--- config.mk ---
export PLATFORM = sky130hd
export DESIGN_NAME = alu_seq
export DESIGN_NICKNAME = d
export VERILOG_FILES = /design/src/rtl/alu_seq.sv
export SDC_FILE = /design/constraint.sdc
export NUM_CORES = 1
export LEC_CHECK = 0
export CORE_UTILIZATION = 40
export CTS_BUF_LIST = sky130_fd_sc_hd__clkbuf_8 sky130_fd_sc_hd__clkbuf_16
export CTS_CLUSTER_DIAMETER = 50
export DETAILED_ROUTE_END_ITERATION = 10
export GPL_TIMING_DRIVEN = 0
export MAX_ROUTING_LAYER = met4
export PLACE_DENSITY = 0.82
export SLEW_MARGIN = 30
export SYNTH_ARGS = -nofsm -noshare
export SYNTH_HDL_FRONTEND = slang
export SYNTH_SLANG_ARGS = --single-unit
--- constraint.sdc ---
create_clock -name clk -period 4.62 [get_ports clk]
set_input_delay 1.155 -clock clk [delete_from_list [all_inputs] [get_ports clk]]
set_output_delay 1.155 -clock clk [all_outputs]
set_load 0.005 [all_outputs]
--- src/rtl/alu_seq.sv ---
// Micro-sequencer for the nibble-serial ALU: LDA -> LO -> HI -> DONE, LR35902 flags.
// Define ALU_SEQ_B2B_EN to accept the next request in the same cycle a response is taken.
module alu_seq (
    input  logic       clk,
    input  logic       nreset,
    input  logic       req_valid,
    output logic       req_ready,
    input  logic [2:0] req_fn,
    input  logic [7:0] req_a,
    input  logic [7:0] req_b,
    input  logic       req_cin,
    output logic [7:0] alu_op,
    output logic       alu_la,
    output logic       alu_lb,
    output logic [2:0] alu_fn,
    output logic       alu_ci,
    output logic       alu_l,
    output logic       alu_h,
    output logic       alu_oe,
    input  logic [7:0] alu_result,
    input  logic       alu_zero,
    input  logic       alu_carry,
    output logic       rsp_valid,
    input  logic       rsp_ready,
    output logic [7:0] rsp_data,
    output logic       rsp_wr,
    output logic [3:0] rsp_flags
);

    localparam logic [2:0] StIdle = 3'd0;
    localparam logic [2:0] StLda  = 3'd1;
    localparam logic [2:0] StLo   = 3'd2;
    localparam logic [2:0] StHi   = 3'd3;
    localparam logic [2:0] StDone = 3'd4;

    localparam logic [2:0] FnAdc = 3'd1;
    localparam logic [2:0] FnSub = 3'd2;
    localparam logic [2:0] FnSbc = 3'd3;
    localparam logic [2:0] FnAnd = 3'd4;
    localparam logic [2:0] FnCp  = 3'd7;

    logic [2:0] state_q, state_d;
    logic [2:0] fn_q, fn_d;
    logic [7:0] a_q, a_d;
    logic [7:0] b_q, b_d;
    logic       ci_q, ci_d;
    logic       hraw_q, hraw_d;
    logic       craw_q, craw_d;
    logic       zero_q, zero_d;
    logic [7:0] res_q, res_d;
    logic       accept;
    logic       arith;
    logic       done;

    always_comb begin
        req_ready = 1'b0;
        if (state_q == StIdle) begin
            req_ready = 1'b1;
        end else if (state_q == StDone) begin
`ifdef ALU_SEQ_B2B_EN
            req_ready = rsp_ready;
`else
            req_ready = 1'b0;
`endif
        end
    end

    assign accept = req_valid & req_ready;

    always_comb begin
        state_d = state_q;
        fn_d    = fn_q;
        a_d     = a_q;
        b_d     = b_q;
        ci_d    = ci_q;
        hraw_d  = hraw_q;
        craw_d  = craw_q;
        zero_d  = zero_q;
        res_d   = res_q;
        case (state_q)
            StIdle: if (accept) state_d = StLda;
            StLda:  state_d = StLo;
            StLo: begin
                hraw_d  = alu_carry;
                state_d = StHi;
            end
            StHi: begin
                res_d   = alu_result;
                zero_d  = alu_zero;
                craw_d  = alu_carry;
                state_d = StDone;
            end
            StDone: if (rsp_ready) state_d = accept ? StLda : StIdle;
            default: state_d = StIdle;
        endcase
        if (accept) begin
            fn_d = req_fn;
            a_d  = req_a;
            b_d  = req_b;
            // Only the carry-chained ops see the incoming C flag.
            ci_d = req_cin & ((req_fn == FnAdc) | (req_fn == FnSbc));
        end
    end

    always_ff @(posedge clk or negedge nreset) begin
        if (!nreset) begin
            state_q <= StIdle;
            fn_q    <= 3'd0;
            a_q     <= 8'd0;
            b_q     <= 8'd0;
            ci_q    <= 1'b0;
            hraw_q  <= 1'b0;
            craw_q  <= 1'b0;
            zero_q  <= 1'b0;
            res_q   <= 8'd0;
        end else begin
            state_q <= state_d;
            fn_q    <= fn_d;
            a_q     <= a_d;
            b_q     <= b_d;
            ci_q    <= ci_d;
            hraw_q  <= hraw_d;
            craw_q  <= craw_d;
            zero_q  <= zero_d;
            res_q   <= res_d;
        end
    end

    always_comb begin
        alu_op = 8'd0;
        alu_la = 1'b0;
        alu_lb = 1'b0;
        alu_fn = 3'd0;
        alu_ci = 1'b0;
        alu_l  = 1'b0;
        alu_h  = 1'b0;
        alu_oe = 1'b0;
        case (state_q)
            StLda: begin
                alu_op = a_q;
                alu_la = 1'b1;
            end
            StLo: begin
                alu_op = b_q;
                alu_lb = 1'b1;
                alu_l  = 1'b1;
                alu_fn = (fn_q == FnCp) ? FnSub : fn_q;
                alu_ci = ci_q;
            end
            StHi: begin
                alu_h  = 1'b1;
                alu_oe = 1'b1;
                alu_fn = (fn_q == FnCp) ? FnSub : fn_q;
                alu_ci = ci_q;
            end
            default: ;
        endcase
    end

    // CP is a SUB whose result is discarded but whose flags are kept.
    assign arith = ~fn_q[2] | (fn_q == FnCp);
    assign done  = (state_q == StDone);

    always_comb begin
        rsp_valid = done;
        rsp_data  = 8'd0;
        rsp_wr    = 1'b0;
        rsp_flags = 4'd0;
        if (done) begin
            rsp_data  = res_q;
            rsp_wr    = (fn_q != FnCp);
            rsp_flags = {zero_q,
                         (fn_q == FnSub) | (fn_q == FnSbc) | (fn_q == FnCp),
                         arith ? hraw_q : (fn_q == FnAnd),
                         arith & craw_q};
        end
    end

endmodule

==> flow_summary_export.csv <==
group,metric,value,unit
worst_hold_path,hp-class,"flip-flop to flip-flop",
cts,cts-hold-fix-buffers,0,
placement,dpl_worst_slack,1.70,ns
cts,clock_path_buffers,2,
global_routing,track_usage,0.185,
placement,gp_congestion,0.743,
timing,setup_viol,0,
timing,rsz0062_at_grt,"no",
floorplanning,ios,66,
yosys,synthesis.area,0.00171,mm²
routing,vias_per_cell,4.91,
cts,clk_pin_slew_worst_paths,0.07,ns
timing,relSlewSlack,0.666,
worst_hold_path,min_from,"res_q[4]",
power_and_ir_drop,leakage,1.11,nW
floorplanning,dieArea,0.00454,mm²
floorplanning,initial_core_util,0.421,
worst_setup_path,cp-end-kind,"primary output",
worst_setup_path,regToRegSetupSlack,3.10,ns
cells_and_area,layout-drive-gt1-share,0.301,
worst_setup_path,worstReg2RegStart,"state_q[2]",
routing,first_iter_violations,39,
worst_setup_path,critical_path.max_stage_delay,0.50,ns
cells_and_area,nets,226,
placement,dp_hpwl,2740,µm
cts,cts.repair.resized,0,
worst_setup_path,critPathRequiredTime,3.46,ns
yosys,syn_avg_cell_area,14.4,µm²
routing,via_count,1192,
routing,routedWlPerCell,15.2,µm
global_routing,grt_overflow_total,0,
floorplanning,core,0.00406,mm²
cells_and_area,final_common_cell,"clkdlybuf4s50_1",
cts,cts_max_level,2,
flow_run,drv_cap,0,
timing,period_minus_slack,3.23,ns
yosys,yosysSeqAreaShare,0.498,
global_routing,grt_pass1_wl,5930,µm
worst_setup_path,arrival,2.07,ns
floorplanning,std_cell_rows,23,
cts,root_buffer,"clkbuf_8",
worst_setup_path,cp_cell_sequence,"buf_2, nor3b_4, a22o_1, clkdlybuf4s50_1",
cts,clk_latency,0.28,ns
cells_and_area,syn_to_final_growth,48.2,%
global_routing,grt_max_degree,29,
routing,postRouteAntennaNets,0,
power_and_ir_drop,power,0.00161,W
timing,worstMarginPinSlew,0.501,ns
power_and_ir_drop,irDropWorstVdd,373,µV
yosys,ys_types,29,
cells_and_area,utilization,0.624,
placement,port_buffers,65,
global_routing,antenna_found_initial,0,
timing,fmax,0.310,GHz
worst_setup_path,cp_max_fo,10,
timing,fin_skew,0.00447,ns
timing,period_share,0.699,
cts,cts_tree,"yes",
cts,numCtsBuffers,5,
status,status,"completed",
yosys,ys_warn_count,0,
cts,cts_setup_buffers,0,
routing,firstDrtPassIters,4,
timing,report.final.slew_viol_count,0,
worst_hold_path,min_path_cells,1,
yosys,ys_seq_elements,34,
worst_setup_path,ff2ff_path_depth,4,
worst_hold_path,min_to,"res_q[4]",
floorplanning,die_x,67.4,µm
timing,fin_ws,1.39,ns
cells_and_area,final_cell_mix,"clkdlybuf4s50_1, dfrtp_1, mux2_4",
timing,setup_tns,0,ns
floorplanning,die_height,67.4,µm
worst_setup_path,rr_endpoint,"a_q[3]",
timing,worst_hold_slack,0.504,ns
worst_setup_path,start_kind,"flip-flop",
cells_and_area,diodes,0,
cts,clock_sinks,34,
yosys,syn_inst,119,
routing,drcViolationCount,0,
timing,hold_viol,0,
worst_setup_path,slowest_stage,"nor3b_4",
global_routing,grt_pass1_vias,1285,
yosys,synth_fp_nets,153,
power_and_ir_drop,p_per_area,637,mW/mm²
routing,routed_wl,3690,µm
worst_setup_path,critical_path_class,"flip-flop to primary output",
-- area by class of cell --
class,count,area [µm²]
inverter,2,7.51
clock buffer,6,82.6
timing repair buffer,66,666
tap,50,62.6
fill,315,1530
clock inverter,2,12.5
sequential,34,851
buffer,10,86.3
multi-input combinational,73,764
-- Yosys cell counts (all sizes together) --
| library cell | count | area [µm²] |
|---|---|---|
| dfrtp | 34 | 851 |
| buf | 10 | 86.3 |
| o22ai | 1 | 6.26 |
| nor3b | 3 | 33.8 |
| or2 | 1 | 6.26 |
| nand3b | 1 | 20.0 |
| inv | 2 | 7.50 |
| or4bb | 1 | 11.3 |
| and3b | 1 | 8.76 |
| a22o | 8 | 70.1 |
| and2b | 1 | 8.76 |
| o21ai | 1 | 5.00 |
| nand2 | 1 | 3.75 |
| nor3 | 2 | 10.0 |
| and2 | 12 | 75.1 |
| nand2b | 1 | 6.26 |
| nor4b | 1 | 23.8 |
| and3 | 2 | 12.5 |
| or3b | 1 | 11.3 |
| a31oi | 1 | 6.26 |
| nor2 | 1 | 3.75 |
| or4b | 1 | 10.0 |
| mux2 | 31 | 424 |
| a21boi | 1 | 7.51 |
-- where the power goes --
part	switching, W	internal, W	total, W	leakage (nW)
logic	0.000289	0.000556	0.000845	0.662
clock network	0.000106	0.000120	0.000226	0.0472
registers	0.0000908	0.000452	0.000543	0.404
total	0.000486	0.00113	0.00161	1.11
-- worst max-delay path, delay by kind of cell (launching register included) --
family | cells | cell delay, ns
AOI/OAI and AO/OA | 1 | 0.24
DFF | 1 | 0.32
buffers and inverters | 2 | 0.73
and+or+nand+nor | 1 | 0.50
-- through the flow --
step,std cells,cell area [µm²]
detailed placement,235,2440
global route,243,2530
finish,243,2530
global placement,234,2420
floorplan,119,1710
CTS,243,2530
-- cells by family (layout without fill, tap and decap cells) --
family | count (synthesis) | in the layout | synth area share
AND/OR/NAND/NOR | 30 | 30 | 0.143
multiplexers | 31 | 31 | 0.248
AO/OA/AOI/OAI | 12 | 12 | 0.0556
flip-flops | 34 | 34 | 0.498
buffers and inverters | 12 | 86 | 0.0549
-- state kept, by name (all words and copies together), names as in the netlist, 3 cells and up --
signal,cells
res_q,8
b_q,8
fn_q,3
a_q,8
state_q,3
-- per-layer routing --
metal	up-vias	share of wire	global-route usage
met2	54	0.48	0.305
met4	0	0.0084	0.0559
met5	-	0	-
met1	570	0.45	0.224
li1	563	-	-
met3	5	0.061	0.0456
-- worst max-delay path by stage --
stage          slack (ns)     endpoint  depth (start not counted)        from
2_1_floorplan        2.27  rsp_data[0]                          5  state_q[0]
3_3_place_gp         1.74  rsp_data[2]                          6  state_q[0]
3_5_place_dp         1.70    alu_op[0]                          4  state_q[0]
4_1_cts              1.36    alu_op[0]                          5  state_q[0]
5_1_grt              1.27    alu_op[1]                          5  state_q[0]
6_report             1.39    alu_op[1]                          4  state_q[0]
No activity file was read; power rests on OpenSTA's default activity.
